**src/rtl/seq_match_ctrl.sv**
```systemverilog
// seq_match_ctrl: run controller for the serial pattern detector.
// Takes a runtime pattern configuration through a valid/ready handshake,
// arms, runs on start, and scans a serial bit stream for the pattern.
// It can stop after a target number of matches, or run until aborted.
//
// Ports:
//   clk, reset_n     clock, asynchronous active-low reset
//   cfg_valid/ready  configuration handshake (ready in IDLE/ARMED)
//   cfg_pattern      pattern, bit [cfg_len-1] received first
//   cfg_len          pattern length, legal 1..MAX_LEN
//   cfg_overlap      1 = overlapping matches
//   cfg_target       match count that ends the run, 0 = unbounded
//   cfg_err          pulse: illegal cfg_len offered
//   start, abort     run control
//   in_valid, in     serial stream bit
//   match            pulse per detected match
//   match_count      matches in the current/last run
//   busy             high while running
//   done             pulse when the target is reached
module seq_match_ctrl #(
  parameter int unsigned MAX_LEN = 8,
  parameter int unsigned CNT_W   = 8,
  parameter int unsigned LEN_W   = 4
) (
  input  logic               clk,
  input  logic               reset_n,
  input  logic               cfg_valid,
  output logic               cfg_ready,
  input  logic [MAX_LEN-1:0] cfg_pattern,
  input  logic [LEN_W-1:0]   cfg_len,
  input  logic               cfg_overlap,
  input  logic [CNT_W-1:0]   cfg_target,
  output logic               cfg_err,
  input  logic               start,
  input  logic               abort,
  input  logic               in_valid,
  input  logic               in,
  output logic               match,
  output logic [CNT_W-1:0]   match_count,
  output logic               busy,
  output logic               done
);

  localparam logic [LEN_W-1:0] LEN_MAX = LEN_W'(MAX_LEN);

  typedef enum logic [1:0] {
    S_IDLE  = 2'd0,
    S_ARMED = 2'd1,
    S_RUN   = 2'd2,
    S_DONE  = 2'd3
  } state_t;

  state_t state_q, state_d;

  // Latched configuration and scan state
  logic [MAX_LEN-1:0] pat_q, pat_d;
  logic [LEN_W-1:0]   len_q, len_d;
  logic               ovl_q, ovl_d;
  logic [CNT_W-1:0]   tgt_q, tgt_d;
  logic [MAX_LEN-1:0] hist_q, hist_d;
  logic [LEN_W-1:0]   fill_q, fill_d;

  // Next values of the registered outputs
  logic               cfg_ready_d, cfg_err_d, match_d, busy_d, done_d;
  logic [CNT_W-1:0]   cnt_d;

  // Shared decode
  logic               cfg_legal, cfg_xfer, cfg_load;
  logic               run_clr, run_step;
  logic [MAX_LEN-1:0] hist_nxt, mask;
  logic [LEN_W-1:0]   fill_inc;
  logic [CNT_W-1:0]   cnt_inc;
  logic               hit, tgt_hit;

  // Match evaluation on the history that would result from this bit
  always_comb begin
    cfg_legal = (cfg_len != '0) && (cfg_len <= LEN_MAX);
    cfg_xfer  = cfg_valid && cfg_ready;
    // abort is only meaningful in ARMED; it blocks a config load there
    cfg_load  = cfg_xfer && cfg_legal && !((state_q == S_ARMED) && abort);
    run_clr   = (state_q == S_ARMED) && start && !abort;
    run_step  = (state_q == S_RUN) && in_valid && !abort;

    hist_nxt  = {hist_q[MAX_LEN-2:0], in};
    fill_inc  = (fill_q == LEN_MAX) ? fill_q : fill_q + 1'b1;
    mask      = '0;
    for (int unsigned i = 0; i < MAX_LEN; i++) begin
      mask[i] = (LEN_W'(i) < len_q);
    end
    // fill_inc saturates at MAX_LEN >= len, so this equals (fill+1) >= len
    hit       = (fill_inc >= len_q) && (((hist_nxt ^ pat_q) & mask) == '0);
    cnt_inc   = (match_count == '1) ? match_count : match_count + 1'b1;
    tgt_hit   = (tgt_q != '0) && (cnt_inc == tgt_q);
  end

  // State register
  always_ff @(posedge clk or negedge reset_n) begin
    if (!reset_n) begin
      state_q <= S_IDLE;
    end else begin
      state_q <= state_d;
    end
  end

  // Next-state logic; abort outranks start and match
  always_comb begin
    state_d = state_q;
    unique case (state_q)
      S_IDLE:  if (cfg_xfer && cfg_legal) state_d = S_ARMED;
      S_ARMED: begin
        if (abort)      state_d = S_IDLE;
        else if (start) state_d = S_RUN;
      end
      S_RUN: begin
        if (abort)                             state_d = S_IDLE;
        else if (in_valid && hit && tgt_hit)   state_d = S_DONE;
      end
      S_DONE:  state_d = S_IDLE;
      default: state_d = S_IDLE;
    endcase
  end

  // Output and datapath next values
  always_comb begin
    pat_d       = pat_q;
    len_d       = len_q;
    ovl_d       = ovl_q;
    tgt_d       = tgt_q;
    hist_d      = hist_q;
    fill_d      = fill_q;
    cnt_d       = match_count;
    cfg_err_d   = cfg_xfer && !cfg_legal;
    match_d     = run_step && hit;
    busy_d      = (state_d == S_RUN);
    done_d      = (state_d == S_DONE);
    cfg_ready_d = (state_d == S_IDLE) || (state_d == S_ARMED);

    if (cfg_load) begin
      pat_d = cfg_pattern;
      len_d = cfg_len;
      ovl_d = cfg_overlap;
      tgt_d = cfg_target;
    end

    if (run_clr) begin
      hist_d = '0;
      fill_d = '0;
      cnt_d  = '0;
    end else if (run_step) begin
      hist_d = hist_nxt;
      // Non-overlapping mode discards the bits consumed by a match
      fill_d = (hit && !ovl_q) ? '0 : fill_inc;
      if (hit) cnt_d = cnt_inc;
    end
  end

  // Output and datapath registers
  always_ff @(posedge clk or negedge reset_n) begin
    if (!reset_n) begin
      pat_q       <= '0;
      len_q       <= '0;
      ovl_q       <= 1'b0;
      tgt_q       <= '0;
      hist_q      <= '0;
      fill_q      <= '0;
      match_count <= '0;
      cfg_ready   <= 1'b1;
      cfg_err     <= 1'b0;
      match       <= 1'b0;
      busy        <= 1'b0;
      done        <= 1'b0;
    end else begin
      pat_q       <= pat_d;
      len_q       <= len_d;
      ovl_q       <= ovl_d;
      tgt_q       <= tgt_d;
      hist_q      <= hist_d;
      fill_q      <= fill_d;
      match_count <= cnt_d;
      cfg_ready   <= cfg_ready_d;
      cfg_err     <= cfg_err_d;
      match       <= match_d;
      busy        <= busy_d;
      done        <= done_d;
    end
  end

endmodule

```
**config.mk**
```make
export PLATFORM = sky130hd
export DESIGN_NAME = seq_match_ctrl
export DESIGN_NICKNAME = d
export VERILOG_FILES = /design/src/rtl/seq_match_ctrl.sv
export SDC_FILE = /design/constraint.sdc
export NUM_CORES = 1
export LEC_CHECK = 0
export ABC_AREA = 0
export BUFFER_PORTS_ARGS = -buffer_cell sky130_fd_sc_hd__buf_2
export CAP_MARGIN = 20
export CORE_MARGIN = 2
export CORE_UTILIZATION = 55
export DETAILED_ROUTE_END_ITERATION = 7
export MAX_ROUTING_LAYER = met4
export PLACE_DENSITY = 0.74
export SLEW_MARGIN = 5
export SYNTH_ARGS = -nofsm -noshare
export SYNTH_HDL_FRONTEND = slang
export SYNTH_SLANG_ARGS = --single-unit
```
**constraint.sdc**
```tcl
create_clock -name clk -period 3.1 [get_ports clk]
set_input_delay 0.62 -clock clk [delete_from_list [all_inputs] [get_ports clk]]
set_output_delay 0.62 -clock clk [all_outputs]
set_load 0.1 [all_outputs]
```
* After elaboration in Yosys (flattened, before gate mapping)
Cells that the tools add are included.
** Storage, ports and cells
- Memories kept :: 0
- Input port bits :: 28
- Register bits after elaboration :: 47
- Logic and storage cells :: 81
- Output and inout bits :: 13
- Bits in read-only memories :: 0
- Bits in latches :: 0
- Memory bits (writable) :: 0
** Cells by class
- Multipliers :: 0
- Bitwise logic cells :: 2
- Magnitude comparators :: 10
- Multiplexer cells :: 16
- Shifts and indexed selects :: 0
- Add/subtract/negate cells :: 2
- Reduce and logical (&&, ||, !) cells :: 29
- Divide/modulo/power cells :: 0
- Equal/unequal tests :: 9
** Operators with widths (count)
- 8-bit 2-to-1 mux :: 4
- 1-bit logical AND :: 16
- 3-bit by 4-bit < comparator with 1-bit output, first input constant :: 4
- 4-bit 2-to-1 mux :: 4
- 7-bit 2-to-1 mux :: 2
- 2-bit 2-to-1 mux :: 5
- 8-bit by 1-bit adder with 8-bit output, second input constant :: 1
- 8-bit bitwise AND :: 1
- 2-bit equality test, second input constant :: 4
- 8-bit equality test :: 1
- 8-bit equality test, second input constant :: 1
- 8-bit logical NOT :: 1
- 1-bit by 4-bit < comparator with 1-bit output, first input constant :: 2
- 2-bit by 4-bit < comparator with 1-bit output, first input constant :: 2
- 2-bit case mux with 4 select lines :: 1
- 8-bit nonzero test :: 1
- 8-bit XOR :: 1
- 4-bit by 1-bit adder with 4-bit output, second input constant :: 1
- 2-bit by 1-bit equality test with 1-bit output, second input constant :: 2
- 4-bit equality test, second input constant :: 1
- 4-bit >= comparator :: 1
- 4-bit <= comparator, second input constant :: 1
- 1-bit logical NOT :: 4
- 2-bit logical NOT :: 2
- other kinds (4) :: 5

* Depth between registers and ports, before layout
- Word-level depth :: 11
- Mapped depth :: 13
- Mapped depth without buffers :: 12

* Least setup slack after synthesis
No wires, ideal clock.
- Path kind :: reg2reg
- Start point :: register match_count[1]
- End point :: register busy
- Period minus slack after synthesis :: 2.764 ns
- Stages on the path, launching flop included :: 10
- Library setup time :: 0.125 ns
- Data arrival time :: 2.639 ns
- Required time :: 2.975 ns
- Buffers on the path :: 2
- Path slack :: 0.336 ns
- Cell sequence :: dfrtp_1 -> ha_1 -> buf_2 -> and3_1 -> buf_4 -> xnor2_1 -> or4_1 -> o211a_1 -> nor4_1 -> nor2_1
** On the way
- Longest elaborated chain between the ends :: 9
- Elaborated cells between the ends (all ways) :: 10
- Those cells by class :: add/sub (1); eq/ne (3); mux (4); reduce/logical (2)
** RTL lines
- from (decl) :: RTL line 39 : output logic [CNT_W-1:0] match_count,
- from (signal assigned) :: RTL line 179 : match_count <= cnt_d;
- 8-bit by 1-bit adder with 8-bit output or 8-bit equality test (tied branches) :: RTL line 92 : cnt_inc = (match_count == '1) ? match_count : match_count + 1'b1;
- 8-bit 2-to-1 mux (*) :: RTL line 92
- 8-bit equality test (*) :: RTL line 93 : tgt_hit = (tgt_q != '0) && (cnt_inc == tgt_q);
- 1-bit logical AND (*) :: RTL line 93
- 1-bit logical AND (*) :: RTL line 116 : else if (in_valid && hit && tgt_hit) state_d = S_DONE;
- 2-bit 2-to-1 mux (*) :: RTL line 116
- 2-bit 2-to-1 mux (*) :: RTL line 115 : if (abort) state_d = S_IDLE;
- 2-bit case mux with 4 select lines (*) :: RTL line 108 : unique case (state_q)
- 2-bit equality test (*) :: RTL line 134 : busy_d = (state_d == S_RUN);
- via busy_d :: RTL line 64 : logic cfg_ready_d, cfg_err_d, match_d, busy_d, done_d;
- to (signal assigned) :: RTL line 183 : busy <= busy_d;
- to (decl) :: RTL line 40 : output logic busy,
Mark *: on every way through the listed nets, which the timed path passes. The rest lies on a longest branch.
A chain may end at the register's enable or synchronous reset.

* Final worst setup path
- Start point :: register fill_q[0]
- End point :: register match_count[4]
** On the way
- Longest elaborated chain between the ends :: 6
- Elaborated cells between the ends (all ways) :: 7
- Those cells by class :: add/sub (1); order compare (1); eq/ne (1); mux (1); reduce/logical (3)
** RTL lines
- from (decl) :: RTL line 61 : logic [LEN_W-1:0] fill_q, fill_d;
- from (signal assigned) :: RTL line 178 : fill_q <= fill_d;
- 4-bit by 1-bit adder with 4-bit output or 4-bit equality test (tied branches) :: RTL line 85 : fill_inc = (fill_q == LEN_MAX) ? fill_q : fill_q + 1'b1;
- 4-bit 2-to-1 mux (*) :: RTL line 85
- 4-bit >= comparator (*) :: RTL line 91 : hit = (fill_inc >= len_q) && (((hist_nxt ^ pat_q) & mask) == '0);
- 1-bit logical AND (*) :: RTL line 91
- 2-bit nonzero test (no line) (*)
- 2-bit AND reduction (no line) (*)
Every way passes the cells marked *; elsewhere a longest branch is shown, timed or not.

==> flow_summary_export.csv <==
group,metric,value,unit
grt,gr-usage-met2,39.8,%
cts,cts_buffers,5,
grt,grt-ovfl-total,0,
cts,clock_path_buffers,2,
power_and_ir_drop,p_sw,759,uW
critical_path,worst-r2r-setup-slack,0.35,ns
cts,cts_tree,"yes",
synth,yosys-top-cells-count,"dfrtp_1 (46), nand2_1 (38), o21ai_0 (24), mux2_2 (16), inv_1 (14)",
grt,use_met3,4.37,%
sta,rsz0062_at_grt,"false",
grt,use_met1,31.5,%
floorplanning,die_area,0.00570,mm2
final_layout,drive_gt1_share,23.0,%
route,first_pass_iters,4,
sta,fin_crit,2.75,ns
placement,dp_slack,0.145,ns
critical_path,reg2reg_from,"fill_q[0]",
critical_path,critPathKind,"reg2reg",
sta,setup_violations,0,
power_and_ir_drop,combPwrFrac,36.4,%
sta,setup_ws,0.346,ns
synth,ys_async_sr_fraction,100,%
synth,ys_warn_count,0,
synth,yosysUniqueCellTypes,55,
synth,synth_top_area_share,40.9,%
critical_path,cp_data_arrival_time,2.97,ns
cts,htree_levels,2,
final_layout,fillers,480,
grt,grt_max_degree,48,
power_and_ir_drop,seqPwrFrac,45.9,%
grt,grt_pass1_wl,10200,um
grt,grt_pass1_vias,2169,
placement,post-dp-hpwl,4500,um
final_layout,nets,369,
synth,synth_compound_area_share,16.6,%
route,ant_nets,0,
sta,period_share,88.8,%
cts,cts.reportedPaths.clkPinSlew,0.09,ns
final_layout,n_antenna_cell,0,
run,cap_viol_max_count,0,
synth,syn-instance-count,299,
placement,placed_cell_area,0.00307,mm2
sta,worst_slew_pin_slew,0.485,ns
sta,finalHoldWorstSlack,0.193,ns
synth,synth_edf_count,0,
route,drtIter0Drc,164,
placement,gp_congestion,0.890,
power_and_ir_drop,p_per_area,635,mW/mm2
final_layout,final_area,0.00318,mm2
synth,synth-xor-area-share,6.40,%
power_and_ir_drop,intPower,1.26,mW
outcome,status,"complete, no violations",
critical_path,worst-path-max-fanout,8,
cts,cts_resized,0,
route,wl,6130,um
power_and_ir_drop,finalPower,2.02,mW
route,vias_per_cell,5.84,
synth,ys_seq_area_share,41.8,%
route,drc_errors,0,
critical_path,startpoint_type,"flop",
critical_path,r2r_end,"match_count[4]",
synth,syn_area,0.00281,mm2
power_and_ir_drop,p_leak,1.40,nW
floorplanning,ios,41,
synth,synthMuxAreaShare,7.11,%
floorplanning,start_util,56.2,%
synth,ys_seq_elements,47,
cts,cts_setup_buffers,0,
power_and_ir_drop,ir_drop,0.313,mV
cts,clock_latency,0.30,ns
final_layout,final_util,63.5,%
sta,setup_tns,0,ns
final_layout,layout.cells.non_filler,405,
sta,hold_viol,0,
synth,synth_nets,334,
sta,maxSlewViolCount,0,
power_and_ir_drop,netSwitchingFraction,37.6,%
synth,synth_top_area_cell,"dfrtp_1",
synth,syn_area_per_cell,9.41,um2
synth,synth-simple-area-share,20.4,%
route,vias,2367,
grt,antenna_found_initial,0,
floorplanning,row_count,26,
synth,synthTopCellsByArea,"dfrtp_1 (41%), mux2_2 (6.4%), nand2_1 (5.1%)",
worst_hold_path,hp-class,"in2async",
critical_path,crit_start,"fill_q[0]",
synth,synth_top_family_by_area,"simple AND/OR/NAND/NOR gates",
synth,yosysMostFrequentCell,"dfrtp_1",
grt,track_usage,24.4,%
synth,synthFlopType,"dfrtp_1",
sta,relSlewSlack,67.5,%
sta,timing.fmax,363,MHz
cts,cts_hold_buffers,0,
floorplanning,die_x,75.5,um
placement,io_buffers,40,
critical_path,worstRegToRegCells,13,
floorplanning,core,0.00501,mm2
critical_path,worst_setup_path_end_kind,"flop",
route,avgRoutedWirePerCell,15.1,um
placement,dp.cells,395,
critical_path,cp.required,3.32,ns
sta,finClkSkew,0.00897,ns
synth,synthAdderAreaFrac,3.11,%
grt,grt_busiest_layer,"met2",
floorplanning,fp.dieH,75.5,um
power_and_ir_drop,power_frac_clock,17.7,%
cts,cts.sinks,47,
cts,root_buffer,"clkbuf_8",
final_layout,area_delta_synth_final,13.0,%
-- power by group through the flow --
| stage | sequential, mW | combinational, mW | clock, mW |
|---|---|---|---|
| after floorplan | 0.933 | 0.534 | 0 |
| after global placement | 0.931 | 0.710 | 0 |
| after detailed placement | 0.936 | 0.728 | 0 |
| after CTS | 0.924 | 0.732 | 0.369 |
| after global routing | 0.950 | 0.816 | 0.394 |
| final | 0.927 | 0.735 | 0.357 |
-- per-layer routing --
metal / vias to the layer above / share of wire [%]
met3: 12 / 4.5
li1: 1163 / -
met1: 1127 / 44
met2: 65 / 50
met5: - / 0
met4: 0 / 1.8
-- layout make-up --
cell class | instances | area [um2] | share of cell area, %
timing repair buffer | 45 | 260 | 8.18
multi-input combinational | 221 | 1520 | 47.7
clock inverter | 2 | 12.5 | 0.393
inverter | 14 | 52.6 | 1.65
tap | 70 | 87.6 | 2.75
clock buffer | 6 | 72.6 | 2.28
sequential | 47 | 1180 | 37.0
-- worst max-delay path, cell delays in order (launching register included) --
cell       delay [ns]
dfrtp_1          0.39
inv_1            0.08
ha_1             0.19
nand2_1          0.08
nor2_1           0.05
xnor2_1          0.23
ha_1             0.27
nand2b_1         0.14
a2111o_1         0.42
o2111ai_1        0.13
nor3_1           0.14
buf_2            0.20
and4_1           0.21
nor3_1           0.13
-- cells by family (layout without fill, tap and decap cells) --
| family | count (synthesis) | in the layout |
|---|---|---|
| AOI/OAI and AO/OA | 67 | 67 |
| and+or+nand+nor | 110 | 110 |
| xor gates and xnor gates | 19 | 19 |
| DFF | 47 | 47 |
| muxes | 18 | 18 |
| buffers and inverters | 31 | 67 |
| adders and majority gates | 7 | 7 |
-- how the worst max path moves through the flow --
stage | end | slack, ns
finish | match_count[4] | 0.35
global placement | match_count[0] | 0.26
detailed placement | match_count[0] | 0.14
CTS | match_count[0] | 0.11
global route | match_count[4] | 0.16
floorplan | busy | 0.34
-- sequential cells by signal, indices dropped and copies added (netlist names) --
register	cells
len_q	4
match	1
done	1
fill_q	4
busy	1
pat_q	8
ovl_q	1
cfg_ready	1
state_q	2
hist_q	7
tgt_q	8
cfg_err	1
match_count	8
-- cell usage in the layout, fill, tap and decap left out, types with 3 or more instances in the layout --
cell	synthesis	final
dfrtp_1	46	46
buf_2	6	41
nand2_1	38	38
o21ai_0	24	24
mux2_2	16	16
inv_1	14	14
nor2_1	13	13
xor2_1	11	11
nand3_1	10	10
nand2b_1	8	8
a21oi_1	9	8
nand4_1	8	8
xnor2_1	7	7
ha_1	7	7
nor3_1	6	6
o211ai_1	6	6
nor4_1	6	6
clkbuf_8	0	5
and4_1	3	3
o211a_1	3	3
a311oi_1	3	3
No activity file was read; power rests on OpenSTA's default activity.
